===== config.mk =====
export PLATFORM = sky130hd
export DESIGN_NAME = dsp_boot_ctrl
export DESIGN_NICKNAME = d
export VERILOG_FILES = /design/src/rtl/dsp_boot_ctrl_pkg.sv /design/src/rtl/dsp_boot_ctrl_run_timer.sv /design/src/rtl/dsp_boot_ctrl.sv
export SDC_FILE = /design/constraint.sdc
export NUM_CORES = 1
export LEC_CHECK = 0
export ABC_AREA = 1
export CELL_PAD_IN_SITES_DETAIL_PLACEMENT = 0
export CELL_PAD_IN_SITES_GLOBAL_PLACEMENT = 2
export CORE_UTILIZATION = 37
export DETAILED_ROUTE_END_ITERATION = 10
export DONT_BUFFER_PORTS = 1
export MAX_ROUTING_LAYER = met4
export PLACE_DENSITY = 0.95
export SLEW_MARGIN = 10
export SYNTH_ARGS = -nofsm -noshare
export SYNTH_HDL_FRONTEND = slang
export SYNTH_SLANG_ARGS = --single-unit
export TNS_END_PERCENT = 30

===== constraint.sdc =====
create_clock -name clk -period 5.15 [get_ports clk]
set_clock_uncertainty 0.1 [all_clocks]
set_input_delay 0.7725 -clock clk [delete_from_list [all_inputs] [get_ports clk]]
set_output_delay 0.7725 -clock clk [all_outputs]
set_load 0.02 [all_outputs]

===== src/rtl/dsp_boot_ctrl_pkg.sv =====
// Shared definitions for the DSP boot/run sequencer: widths, boolean
// constants and the sequencer state encoding.
package dsp_boot_ctrl_pkg;

    localparam int SRAM_ADDR_LEN = 15;
    localparam int REG_WORD_LEN  = 16;
    localparam int RUN_LEN_W     = 24;

    localparam logic TRUE  = 1'b1;
    localparam logic FALSE = 1'b0;

    typedef enum logic [2:0] {
        BOOT_IDLE   = 3'd0,
        BOOT_LOAD   = 3'd1,
        BOOT_SETTLE = 3'd2,
        BOOT_RUN    = 3'd3,
        BOOT_DONE   = 3'd4
    } boot_state_t;

endpackage


===== src/rtl/dsp_boot_ctrl_run_timer.sv =====
// Loadable up-counter with a terminal-count flag. Used to time the DSP run
// phase and intended for reuse as a watchdog timer.
module boot_run_timer #(
    parameter int W = 24
) (
    input  logic         clk,
    input  logic         rst,
    input  logic         load,
    input  logic         en,
    input  logic [W-1:0] load_val,
    input  logic [W-1:0] term_val,
    output logic         tc
);

    logic [W-1:0] count_q;

    // Counter: load has priority over counting.
    always_ff @(posedge clk) begin
        if (rst) begin
            count_q <= '0;
        end else if (load) begin
            count_q <= load_val;
        end else if (en) begin
            count_q <= count_q + W'(1);
        end
    end

    assign tc = (count_q == term_val);

endmodule


===== src/rtl/dsp_boot_ctrl.sv =====
// Boot and run sequencer for the DSP core: streams a block of words into
// data memory bank I, releases the DSP reset for a programmed number of
// cycles, then puts the DSP back in reset and pulses done.
//
// Input handshake: a word is transferred on a rising clk edge when
// in_valid && in_ready are both high in the cycle before it. in_ready is
// high only in LOAD and is forced low while abort is high, so an aborted
// cycle never transfers. in_data must be stable while in_valid is high.
module dsp_boot_ctrl
    import dsp_boot_ctrl_pkg::*;
#(
    parameter int ADDR_W = SRAM_ADDR_LEN,
    parameter int DATA_W = REG_WORD_LEN,
    parameter int RUN_W  = RUN_LEN_W
) (
    input  logic              clk,
    input  logic              rst,
    input  logic              start,
    input  logic [ADDR_W-1:0] base_addr,
    input  logic [ADDR_W-1:0] load_len,
    input  logic [RUN_W-1:0]  run_len,
    input  logic              abort,
    input  logic              in_valid,
    input  logic [DATA_W-1:0] in_data,
    output logic              in_ready,
    output logic              write_en_1,
    output logic [ADDR_W-1:0] write_addr_1,
    output logic [DATA_W-1:0] write_data_1,
    output logic              dsp_rst,
    output logic              busy,
    output logic              done,
    output logic [ADDR_W-1:0] words_loaded,
    output boot_state_t       state_dbg
);

    boot_state_t       state_q;
    boot_state_t       state_d;
    logic [ADDR_W-1:0] base_q;
    logic [ADDR_W-1:0] load_len_q;
    logic [RUN_W-1:0]  run_len_q;
    logic              xfer;
    logic              last_word;
    logic              run_tc;
    logic              run_end;
    logic              busy_d;
    logic              dsp_rst_d;
    logic              done_d;

    assign in_ready  = (state_q == BOOT_LOAD) && !abort;
    assign xfer      = in_valid && in_ready;
    assign last_word = ((words_loaded + ADDR_W'(1)) == load_len_q);
    assign run_end   = run_tc && (run_len_q != '0);
    assign state_dbg = state_q;

    // Run-phase timer: cleared in SETTLE so it reads 0 in the first RUN cycle.
    boot_run_timer #(
        .W(RUN_W)
    ) u_run_timer (
        .clk      (clk),
        .rst      (rst),
        .load     (state_q == BOOT_SETTLE),
        .en       (state_q == BOOT_RUN),
        .load_val ('0),
        .term_val (run_len_q - RUN_W'(1)),
        .tc       (run_tc)
    );

    // State register.
    always_ff @(posedge clk) begin
        if (rst) begin
            state_q <= BOOT_IDLE;
        end else begin
            state_q <= state_d;
        end
    end

    // Next-state logic; abort wins over every other exit of LOAD/SETTLE/RUN.
    // DONE is already the end of the sequence, so it always returns to IDLE.
    always_comb begin
        state_d = state_q;
        case (state_q)
            BOOT_IDLE: begin
                if (start) begin
                    state_d = (load_len == '0) ? BOOT_SETTLE : BOOT_LOAD;
                end
            end
            BOOT_LOAD: begin
                if (abort) begin
                    state_d = BOOT_DONE;
                end else if (xfer && last_word) begin
                    state_d = BOOT_SETTLE;
                end
            end
            BOOT_SETTLE: begin
                state_d = abort ? BOOT_DONE : BOOT_RUN;
            end
            BOOT_RUN: begin
                if (abort || run_end) begin
                    state_d = BOOT_DONE;
                end
            end
            BOOT_DONE: begin
                state_d = BOOT_IDLE;
            end
            default: begin
                state_d = BOOT_IDLE;
            end
        endcase
    end

    // Output decode from the next state so the registered outputs line up
    // with the state they describe.
    always_comb begin
        busy_d    = (state_d != BOOT_IDLE);
        dsp_rst_d = (state_d != BOOT_RUN);
        done_d    = (state_d == BOOT_DONE);
    end

    // Output registers, sequence parameter latches and the bank I write path.
    always_ff @(posedge clk) begin
        if (rst) begin
            busy         <= FALSE;
            dsp_rst      <= TRUE;
            done         <= FALSE;
            write_en_1   <= FALSE;
            write_addr_1 <= '0;
            write_data_1 <= '0;
            words_loaded <= '0;
            base_q       <= '0;
            load_len_q   <= '0;
            run_len_q    <= '0;
        end else begin
            busy       <= busy_d;
            dsp_rst    <= dsp_rst_d;
            done       <= done_d;
            write_en_1 <= xfer;
            if (state_q == BOOT_IDLE && start) begin
                base_q       <= base_addr;
                load_len_q   <= load_len;
                run_len_q    <= run_len;
                words_loaded <= '0;
            end
            if (xfer) begin
                // Address arithmetic wraps naturally at 2^ADDR_W.
                write_addr_1 <= base_q + words_loaded;
                write_data_1 <= in_data;
                words_loaded <= words_loaded + ADDR_W'(1);
            end
        end
    end

endmodule


* Word-level counts from Yosys, hierarchy flattened
Cells that the tools add are included.
Cells by class: add/subtract/negate cells 4, eq/ne operators 7, muxes and demuxes 9, reduce and logical (&&, ||, !) cells 13
Operators with widths (count):
- $mux W15 | 2
- $add A24 B1 Y24 const B | 1
- $eq A24 B24 Y1 | 1
- $reduce_bool A24 Y1 | 1
- $sub A24 B1 Y24 const B | 1
- $add A15 B1 Y15 const B | 1
- $add A15 B15 Y15 | 1
- $eq A15 B15 Y1 | 1
- $logic_not A15 Y1 | 1
- $mux W3 | 5
- $pmux W3 S4 | 1
- $eq A3 B2 Y1 const B | 2
- $logic_and A1 B1 Y1 | 5
- $eq A3 B1 Y1 const B | 1
- $eq A3 B3 Y1 const B | 1
- $logic_not A3 Y1 | 1
- $ne A3 B2 Y1 const B | 1
- $reduce_bool A3 Y1 | 1
- $mux W2 | 1
- $reduce_bool A2 Y1 | 1
- $reduce_or A2 Y1 | 1
- $logic_not A1 Y1 | 1
- $logic_or A1 B1 Y1 | 1
Storage, ports and cells: register bits after elaboration 131, output and inout port bits 54, word-level logic and storage cells 45

* Logic depth before layout (Yosys ltp)
depth in word-level cells 8, mapped depth 17, mapped depth without buffers 17

* Cells and area by module
Synthesis repeated with hierarchy kept, for this count alone.
Unflattened totals: cell total of the unflattened synthesis 1097, area, all modules 7551.0 um2
Modules (own cells, without submodules):
- dsp_boot_ctrl | instances 1, cells each 809, area an instance 5634.2 um2, sequential area each 2142.1 um2
- boot_run_timer | instances 1, cells each 288, area an instance 1916.8 um2, sequential area each 480.5 um2

* Least setup slack after synthesis
Ideal clock, no wire load.
kind register to register, from reg words_loaded[0], to reg write_addr_1[12], library setup time 0.115 ns, arrival 2.116 ns, required time 4.935 ns, setup slack 2.819 ns, stages on the path, launching flop included 12, cells stage by stage dfxtp_1 -> ha_1 -> inv_1 -> fa_1 -> inv_1 -> a31oi_1 -> o21bai_1 -> a21oi_1 -> o21ai_0 -> xor2_1 -> o21ai_0 -> inv_1
Between the ends: cells in the longest elaborated chain, start to end 1
RTL lines:
- from (decl) | line dsp_boot_ctrl.sv:32 | output logic [ADDR_W-1:0] words_loaded,
- from (signal assigned) | line dsp_boot_ctrl.sv:147 | words_loaded <= words_loaded + ADDR_W'(1);
- $add A15 B15 Y15 | line dsp_boot_ctrl.sv:145 | write_addr_1 <= base_q + words_loaded;
- to (signal assigned) | line dsp_boot_ctrl.sv:145
- to (decl) | line dsp_boot_ctrl.sv:27 | output logic [ADDR_W-1:0] write_addr_1,
No other way between the ends. A chain may end at the register's enable or synchronous reset.

* Final worst setup path
from reg words_loaded[0], to reg busy
Between the ends: cells in the longest elaborated chain, start to end 7
RTL lines:
- $add A15 B1 Y15 | line dsp_boot_ctrl.sv:51 | assign last_word = ((words_loaded + ADDR_W'(1)) == load_len_q);
- $eq A15 B15 Y1 | line dsp_boot_ctrl.sv:51
- $logic_and A1 B1 Y1 | line dsp_boot_ctrl.sv:90 | end else if (xfer && last_word) begin
- $mux W3 | line dsp_boot_ctrl.sv:90
- $mux W3 | line dsp_boot_ctrl.sv:88 | if (abort) begin
- $pmux W3 S4 | line dsp_boot_ctrl.sv:81 | case (state_q)
- $reduce_bool A3 Y1 | line dsp_boot_ctrl.sv:114 | busy_d = (state_d != BOOT_IDLE);
- to (signal assigned) | line dsp_boot_ctrl.sv:133 | busy <= busy_d;
- to (decl) | line dsp_boot_ctrl.sv:30 | output logic busy,
No other way between the ends.

==> flow_summary_export.csv <==
group,metric,value,unit
outcome,status,"finished, final reports clean",
timing,fmax,366,MHz
placed_design,place.gp.congestion,0.825,
global_route,antenna_found_initial,1,
clock_tree,clk_latency,0.42,ns
timing,slew_violations,0,
floorplan,coreArea,18900,sq um
setup_path,worst-path-max-fanout,8,
setup_path,start_kind,"flip-flop",
logic_synthesis,yosysWarningCount,0,
timing,final.setup.tns,0,ns
setup_path,cp_slowest_stage_delay,0.64,ns
floorplan,row_count,50,
clock_tree,cts_resized,0,
detailed_routing,ant_nets,0,
detailed_routing,viasPerCell,4.95,
floorplan,die_area,20100,sq um
timing,tightest_slew,0.824,ns
clock_tree,postCtsSetupBuffers,0,
pwr,p_switching,0.725,mW
detailed_routing,remaining_drc_errors,0,
logic_synthesis,synth_fp_nets,1182,
clock_tree,clock_path_buffers,2,
detailed_routing,detail_route.wl_per_cell,14.9,um
timing,relSlewSlack,0.451,
pwr,p_per_area,324,nW/um^2
pwr,p_leak,3.49,nW
detailed_routing,dr.pass1.iters,4,
setup_path,critPathArrivalTime,2.94,ns
cells_and_area,multiInputGateArea,3980,sq um
floorplan,die_w,142,um
timing,rsz0062_at_grt,"no",
floorplan,boundaryPins,129,
timing,finalCritPeriodShare,0.530,
detailed_routing,vias,6709,
pwr,swShare,0.279,
clock_tree,htree_levels,4,
clock_tree,cts_hold_buf,0,
global_route,grt_overflow_total,0,
clock_tree,cts-root-buf,"clkbuf_16",
logic_synthesis,netlist_top_cells_area,"dfxtp_1 36%, nand2_1 12%, nor2_1 8.5%",
setup_path,slowest_stage,"dfxtp_1",
cells_and_area,drive_gt1_frac,0.0585,
detailed_routing,wirelength,20200,um
pwr,p_clk_frac,0.456,
placed_design,dp_hpwl,15100,um
logic_synthesis,async_flop_share,0,
clock_tree,cts_made_buffers,17,
logic_synthesis,synthCells,1089,
global_route,grt_usage,0.214,
setup_path,worstSetupPathType,"flip-flop to flip-flop",
pwr,pwr-share-comb,0.115,
setup_path,worstSetupEndpointType,"flip-flop",
cells_and_area,final_cell_mix,"225 x nand2_1, 163 x nor2_1, 131 x dfxtp_1, 128 x inv_1, 109 x o21ai_0",
timing,setup_viol,0,
timing,holdWs,0.315,ns
detailed_routing,first_iter_violations,359,
logic_synthesis,synthesis.area,7220,sq um
cells_and_area,num-fill-cells,2056,
logic_synthesis,syn_area_per_cell,6.63,sq um
min_path,hp-class,"primary input to flip-flop",
cells_and_area,final_util,0.425,
logic_synthesis,synth-edff-count,0,
logic_synthesis,post-synth-top-area-fraction,0.363,
global_route,grt_pass1_vias,6273,
cells_and_area,seq_area,2620,sq um
placed_design,place_inst,1322,
logic_synthesis,synth-seq-area-share,0.363,
cells_and_area,area_growth,11.3,%
setup_path,worst_path_most_repeated_cell,"nand2_1",
floorplan,die_h,142,um
run,cap_violations,0,
setup_path,crit_chain,"ha_1 -> nand3_1 -> o21bai_1 -> nand2_1 -> nand2_1 -> nand3_1 -> nor2_1 -> nand2_1 -> nor2_1 -> nand3_1 -> a21oi_2 -> nand3_1 -> nand2_1 -> nand2_1",
timing,hold_viol_final,0,
clock_tree,path_clk_slew,0.06,ns
cells_and_area,layoutNonFillerInstCount,1355,
clock_tree,cts.sinks,131,
logic_synthesis,synthFlopType,"dfxtp_1",
logic_synthesis,yosys.cell_types.count,40,
placed_design,port_buffers,0,
floorplan,start_util,0.382,
pwr,p_int,1.88,mW
timing,fin_crit,2.73,ns
pwr,ir_worst_vdd,0.249,mV
pwr,p_seq_frac,0.430,
logic_synthesis,ys_ff_latch,131,
cells_and_area,nets,1174,
setup_path,required,5.36,ns
global_route,grt_pass1_wl,32400,um
logic_synthesis,yosys.area.top_type,"dfxtp_1",
global_route,grt_max_degree,92,
cells_and_area,final_common_cell,"nand2_1",
clock_tree,tritoncts,"done",
-- cell usage after synthesis, types with 2 or more instances --
cell and number:
xnor2_1 21, inv_2 3, dfxtp_1 131, nor3_1 13
a31oi_1 2, nor4_1 5, o21ai_0 109, a21oi_1 77
ha_1 17, nand3b_1 3, inv_1 129, nor2_2 9
nand3_1 70, o22ai_1 4, nor2_1 163, nand4_1 19
o21bai_1 9, nor2_4 4, nand2_1 225, nand3_2 2
clkbuf_1 28, nor4_2 2, nor3b_1 2, or2_2 3
xor2_1 24
-- per-stage QoR --
step,worst slack [ns],power [mW],area [sq um]
after floorplan,2.82,1.36,7220
after global placement,2.40,1.44,7450
after detailed placement,2.37,1.44,7450
after CTS,2.43,2.63,8030
after global routing,2.14,2.73,8040
final,2.42,2.60,8040
-- cell type report --
type                       count  area share
timing repair buffer           4     0.00374
antenna                        1    0.000311
sequential                   131       0.326
tap                          260      0.0405
inverter                     132      0.0617
clock buffer                  21      0.0598
clock inverter                11      0.0128
multi-input combinational    795       0.495
-- kinds of logic (layout without fill, tap and decap cells) --
| logic type | count (synthesis) | count (layout) | share of synthesized area |
|---|---|---|---|
| compound gates | 209 | 209 | 0.153 |
| xor+xnor | 45 | 45 | 0.0546 |
| fa+ha+maj | 18 | 18 | 0.0322 |
| buf+inv | 163 | 168 | 0.0860 |
| flops | 131 | 131 | 0.363 |
| other cells | 0 | 1 | 0 |
| simple gates | 523 | 523 | 0.311 |
-- routing by layer --
layer  GRT usage  part of all wire
met5           -                 0
met4      0.0645             0.016
met3      0.0570             0.050
met2       0.354              0.48
met1       0.255              0.45
-- worst max-delay path: cells and delay by family, from the launching register on --
family | cells | cell delay, ns
adders and majority gates | 1 | 0.36
AOI/OAI and AO/OA | 2 | 0.45
DFF | 1 | 0.64
and+or+nand+nor | 11 | 1.06
-- power by group through the flow --
| stage | sequential (mW) | clock (mW) | combinational (mW) |
|---|---|---|---|
| floorplan | 1.13 | 0 | 0.237 |
| global placement | 1.14 | 0 | 0.297 |
| detailed placement | 1.14 | 0 | 0.300 |
| CTS | 1.12 | 1.21 | 0.302 |
| global route | 1.12 | 1.26 | 0.346 |
| finish | 1.12 | 1.19 | 0.298 |
-- flip-flops by register name, indices dropped and copies added, names as in the netlist, 3 cells and up --
register             count
write_data_1            16
base_q                  15
state_dbg                3
words_loaded            15
run_len_q               24
load_len_q              15
u_run_timer.count_q     24
write_addr_1            15
-- path summary, 6_finish.rpt --
path / from / endpoint / cells after the start / slack (ns)
setup / recovery: words_loaded[0]$_SDFFE_PP0P_ / busy$_SDFF_PP0_ / 14 / 2.42
hold / removal: rst / words_loaded[7]$_SDFFE_PP0P_ / 1 / 0.31
setup reg to reg: words_loaded[0]$_SDFFE_PP0P_ / busy$_SDFF_PP0_ / 14 / 2.42
hold reg to reg: load_len_q[9]$_SDFFE_PP0P_ / load_len_q[9]$_SDFFE_PP0P_ / 2 / 0.37
No activity file was read; power rests on OpenSTA's default activity.
